**src/rtl/gate_cout_sequencer.sv**
```systemverilog
// Timed counting gate for NCH counters; latches carry-out pulses and serialises them round-robin.
// cout->ev_valid latency 2 cycles; ev_chan/ev_valid held while ev_ready is low, overflow sets lost.
module gate_cout_sequencer #(
  parameter int NCH   = 4,
  parameter int CHW   = 2,
  parameter int WIN_W = 16,
  parameter int GUARD = 2
) (
  input  logic             clk,
  input  logic             rst_n,
  input  logic             start,
  input  logic             abort,
  input  logic [WIN_W-1:0] gate_len,
  output logic             enable,
  input  logic [NCH-1:0]   cout_in,
  output logic             ev_valid,
  input  logic             ev_ready,
  output logic [CHW-1:0]   ev_chan,
  output logic [NCH-1:0]   lost,
  output logic             busy,
  output logic             done
);

  localparam logic [2:0] S_IDLE  = 3'd0;
  localparam logic [2:0] S_GATE  = 3'd1;
  localparam logic [2:0] S_GUARD = 3'd2;
  localparam logic [2:0] S_DRAIN = 3'd3;
  localparam logic [2:0] S_DONE  = 3'd4;

  logic [2:0]       state_q, state_d;
  logic [WIN_W-1:0] timer_q, timer_d;
  logic [NCH-1:0]   pending_q, pending_d;
  logic [NCH-1:0]   lost_q, lost_d;
  logic [CHW-1:0]   last_q, last_d;
  logic [CHW-1:0]   ev_chan_q, ev_chan_d;
  logic             ev_valid_q, ev_valid_d;
  logic             enable_q, busy_q, done_q;

  logic             slot_free;
  logic             gnt_found;
  logic [CHW-1:0]   gnt_idx;
  logic [CHW-1:0]   cand;
  logic [NCH-1:0]   gnt_vec;
  logic [NCH-1:0]   hit;
  logic             capture;

  assign slot_free = !ev_valid_q || ev_ready;
  assign capture   = (state_q == S_GATE) || (state_q == S_GUARD) || (state_q == S_DRAIN);
  assign hit       = capture ? cout_in : '0;

  // Round-robin search starting one past the last granted channel.
  always_comb begin
    gnt_found = 1'b0;
    gnt_idx   = last_q;
    cand      = '0;
    for (int k = 1; k <= NCH; k++) begin
      cand = CHW'((int'(last_q) + k) % NCH);
      if (!gnt_found && pending_q[cand]) begin
        gnt_found = 1'b1;
        gnt_idx   = cand;
      end
    end
  end

  assign gnt_vec = (slot_free && gnt_found) ? (NCH'(1) << gnt_idx) : '0;

  always_comb begin
    state_d    = state_q;
    timer_d    = timer_q;
    pending_d  = (pending_q & ~gnt_vec) | hit;
    lost_d     = lost_q | (hit & pending_q & ~gnt_vec);
    ev_valid_d = ev_valid_q;
    ev_chan_d  = ev_chan_q;
    last_d     = last_q;

    if (slot_free) begin
      ev_valid_d = gnt_found;
      if (gnt_found) begin
        ev_chan_d = gnt_idx;
        last_d    = gnt_idx;
      end
    end

    case (state_q)
      S_IDLE: begin
        if (start && (gate_len != '0)) begin
          state_d = S_GATE;
          timer_d = gate_len;
          lost_d  = '0;
        end
      end
      S_GATE: begin
        if (timer_q == WIN_W'(1)) begin
          state_d = S_GUARD;
          timer_d = WIN_W'(GUARD);
        end else begin
          timer_d = timer_q - WIN_W'(1);
        end
      end
      S_GUARD: begin
        if (timer_q == WIN_W'(1)) begin
          state_d = S_DRAIN;
        end else begin
          timer_d = timer_q - WIN_W'(1);
        end
      end
      S_DRAIN: begin
        if ((pending_q == '0) && slot_free) begin
          state_d = S_DONE;
        end
      end
      S_DONE:  state_d = S_IDLE;
      default: state_d = S_IDLE;
    endcase

    // Abort wins over everything but keeps the lost history for inspection.
    if (abort) begin
      state_d    = S_IDLE;
      pending_d  = '0;
      ev_valid_d = 1'b0;
      lost_d     = lost_q;
    end
  end

  always_ff @(posedge clk or negedge rst_n) begin
    if (!rst_n) begin
      state_q    <= S_IDLE;
      timer_q    <= '0;
      pending_q  <= '0;
      lost_q     <= '0;
      last_q     <= CHW'(NCH - 1);
      ev_chan_q  <= '0;
      ev_valid_q <= 1'b0;
      enable_q   <= 1'b0;
      busy_q     <= 1'b0;
      done_q     <= 1'b0;
    end else begin
      state_q    <= state_d;
      timer_q    <= timer_d;
      pending_q  <= pending_d;
      lost_q     <= lost_d;
      last_q     <= last_d;
      ev_chan_q  <= ev_chan_d;
      ev_valid_q <= ev_valid_d;
      enable_q   <= (state_d == S_GATE);
      busy_q     <= (state_d != S_IDLE);
      done_q     <= (state_d == S_DONE);
    end
  end

  assign enable   = enable_q;
  assign busy     = busy_q;
  assign done     = done_q;
  assign ev_valid = ev_valid_q;
  assign ev_chan  = ev_chan_q;
  assign lost     = lost_q;

endmodule
```
**config.mk**
```make
export PLATFORM = sky130hd
export DESIGN_NAME = gate_cout_sequencer
export DESIGN_NICKNAME = d
export VERILOG_FILES = /design/src/rtl/gate_cout_sequencer.sv
export SDC_FILE = /design/constraint.sdc
export NUM_CORES = 1
export LEC_CHECK = 0
export ABC_CLOCK_PERIOD_IN_PS = 3450
export CAP_MARGIN = 5
export CORE_UTILIZATION = 30
export DETAILED_ROUTE_END_ITERATION = 7
export PLACE_DENSITY_LB_ADDON = 0.3
export RECOVER_POWER = 50
export SLEW_MARGIN = 20
export SYNTH_ARGS = -nofsm -noshare
export SYNTH_HDL_FRONTEND = slang
export SYNTH_SLANG_ARGS = --single-unit
```
**constraint.sdc**
```tcl
create_clock -name clk -period 3.45 [get_ports clk]
set_input_delay 0.345 -clock clk [delete_from_list [all_inputs] [get_ports clk]]
set_output_delay 0.345 -clock clk [all_outputs]
set_load 0.01 [all_outputs]
```
==> flow_summary.toml <==
[synth]
synthCells = 233
yosysMostFrequentCell = "o21ai_0"
synth-async-reset-ratio = 1.00
yosys.area.top_type = "dfrtp_1"
synth-edff-count = 0
yosysUniqueCellTypes = 47
synth_area_sq_um = 2020
yosys_warnings = 0
ys.flop_type = "dfrtp_1"
yosys-top-cells-count = "40 x o21ai_0, 38 x nand2_1, 33 x dfrtp_1, 12 x nor2_1, 12 x nor3_1"
synth_seq_area_share = 0.435
syn_nets = 260
synth_area_per_cell_sq_um = 8.66
synth_area_leaders = "dfrtp_1 41%, o21ai_0 9.9%, nand2_1 7.1%"
synth_top_area_share = 0.409
synth_seq_cells = 35

[timing]
fin_tns_setup_ps = 0
clock.fmax_mhz = 409
rsz0062_at_grt = "no"
fin_worst_skew_ps = 6.11
min_period_over_period = 0.708
slew_violations = 36
setup_viol = 0
layout_min_cycle_time_ps = 2440
maxSlewHeadroom = -0.286
hold_viol_final = 0
worst_pin_slew_ps = 1930

[outcome]
outcome = "finished, violations left"
violations = "design-rule violations, max-capacitance violations, max-slew violations"

[worst_hold_path]
hp-class = "register to register"

[grt]
grt_overflow = 0
grt_pass1_vias = 1775
grt_max_degree = 36
grt_antenna_before_repair = 0
grt_pass1_wl_mm = 8.74
grt_usage = 0.156

[clock_tree]
cts_tree = "yes"
cts_setup_buffers = 0
cts_buffer_depth = 2
cts_sinks = 35
root_buffer = "clkbuf_8"
h-tree-depth = 2
cts-resized-gates = 0
clkTransAtPathRegs_ps = 80
clk_latency_ps = 290
holdBufCountCts = 0
cts_buffers = 5

[pwr]
leakagePower_nw = 0.999
irDropWorstVdd_mv = 0.215
p_per_area_nw_per_um2 = 514

[critical_path]
crit_path_end_kind = "register"
start_kind = "register"
worstPathRequired_ps = 3630
crit_type = "register to register"
critPathMaxFanout = 16
worstPathArrival_ps = 2630

[finish]
fillCellCount = 654
syn2layout_area_growth_pct = 26.7
fin_nets = 296
final_cells = 347
drive_above_1_share = 0.0815
num_antenna_cells = 0

[floorplan]
die_w_microns = 84.0
ios = 35
fp-row-count = 29
start_util = 0.314
core_region_area_sq_um = 6420
die_height_microns = 84.0
die-area_sq_um = 7060

[detailed_routing]
drt_iter0_markers = 89
dr.pass1.iters = 6
final_antenna_net_count = 0
viasPerCell = 5.52
totalWireLength_mm = 5.32
route.detailed.drc = 2
routedWlPerCell_microns = 15.3
vias = 1915

[job]
maxCapViolCount = 1

[place]
dp.cells = 339
place_hpwl_mm = 3.84
gp_congestion = 0.815
port_buffers = 34
## path summary, 6_finish.rpt
check,start,endpoint,slack [ps],cells after the start
max in group asynchronous,rst_n,timer_q[6]$_DFFE_PN0P_,1220,2
max,timer_q[1]$_DFFE_PN0P_,timer_q[9]$_DFFE_PN0P_,1010,8
min,lost[3]$_DFFE_PN0N_,lost[3]$_DFFE_PN0N_,490,2
min reg2reg,lost[3]$_DFFE_PN0N_,lost[3]$_DFFE_PN0N_,490,2
max reg2reg,timer_q[1]$_DFFE_PN0P_,timer_q[9]$_DFFE_PN0P_,1010,8
min in group asynchronous,rst_n,timer_q[11]$_DFFE_PN0P_,1120,2
## where the power goes
group	internal (mW)	switching, mW
Clock	0.219	0.162
Combinational	0.169	0.181
Sequential	0.491	0.0917
Total	0.879	0.434
## critical path, stage by stage (launching register included)
cell	delay (ps)
dfrtp_1	420
inv_1	110
ha_1	200
nor4b_1	360
and4_4	310
o31a_1	510
or3_2	220
a21oi_1	60
o21a_1	160
## area by class of cell
type	count	area, sq um	area share
clock buffer	5	68.8	0.0269
sequential	35	878	0.344
clock inverter	3	47.5	0.0186
timing repair buffer	37	359	0.141
inverter	6	22.5	0.00881
tap	77	96.3	0.0377
multi-input combinational	184	1080	0.424
## cells in the final DEF, fill, tap and decap left out, drive strengths merged, types with 3 or more instances in the layout
master,netlist,routed
nand2b,5,5
a22oi,3,3
inv,6,7
nor3b,4,4
o31a,3,3
nor3,12,12
nor2,12,12
dlygate4sd3,0,3
or3,4,4
nor4,12,12
clkbuf,5,6
clkdlybuf4s50,0,31
nand2,38,38
o21ai,40,40
dfrtp,33,33
o21a,5,5
a21oi,12,12
a22o,4,4
o31ai,3,3
## sequential cells by signal, summed over array words and instances (netlist names)
name       flops
state_q        3
ev_chan        2
pending_q      4
last_q         2
busy           1
ev_valid       1
timer_q       16
enable         1
done           1
lost           4
## per-stage QoR
step | utilization | setup slack (ps) | hold WS [ps] | total power, mW | cell area, sq um
final | 0.398 | 1010 | 494 | 1.31 | 2550
after global routing | 0.398 | 805 | 511 | 1.40 | 2550
after CTS | 0.398 | 1050 | 480 | 1.32 | 2560
after detailed placement | 0.380 | 985 | 479 | 0.939 | 2440
after global placement | 0.380 | 1000 | 475 | 0.936 | 2440
after floorplan | - | 1430 | 49.4 | 0.795 | 2020
## per-layer routing
metal | part of all wire | vias up | track usage
li1 | - | 939 | -
met1 | 0.48 | 918 | 0.218
met2 | 0.47 | 50 | 0.245
met3 | 0.041 | 8 | 0.0307
met4 | 0.012 | 0 | 0.0439
met5 | 0 | - | 0
## cells by family (layout without fill, tap and decap cells)
family / after synthesis / after routing / share of synthesized area
AOI/OAI and AO/OA: 80 / 80 / 0.246
adders and majority gates: 2 / 2 / 0.0124
buffers and inverters: 14 / 51 / 0.0279
DFF: 35 / 35 / 0.435
muxes: 1 / 1 / 0.00496
and+or+nand+nor: 101 / 101 / 0.274
Note: power is estimated with default switching activity, not from simulation.
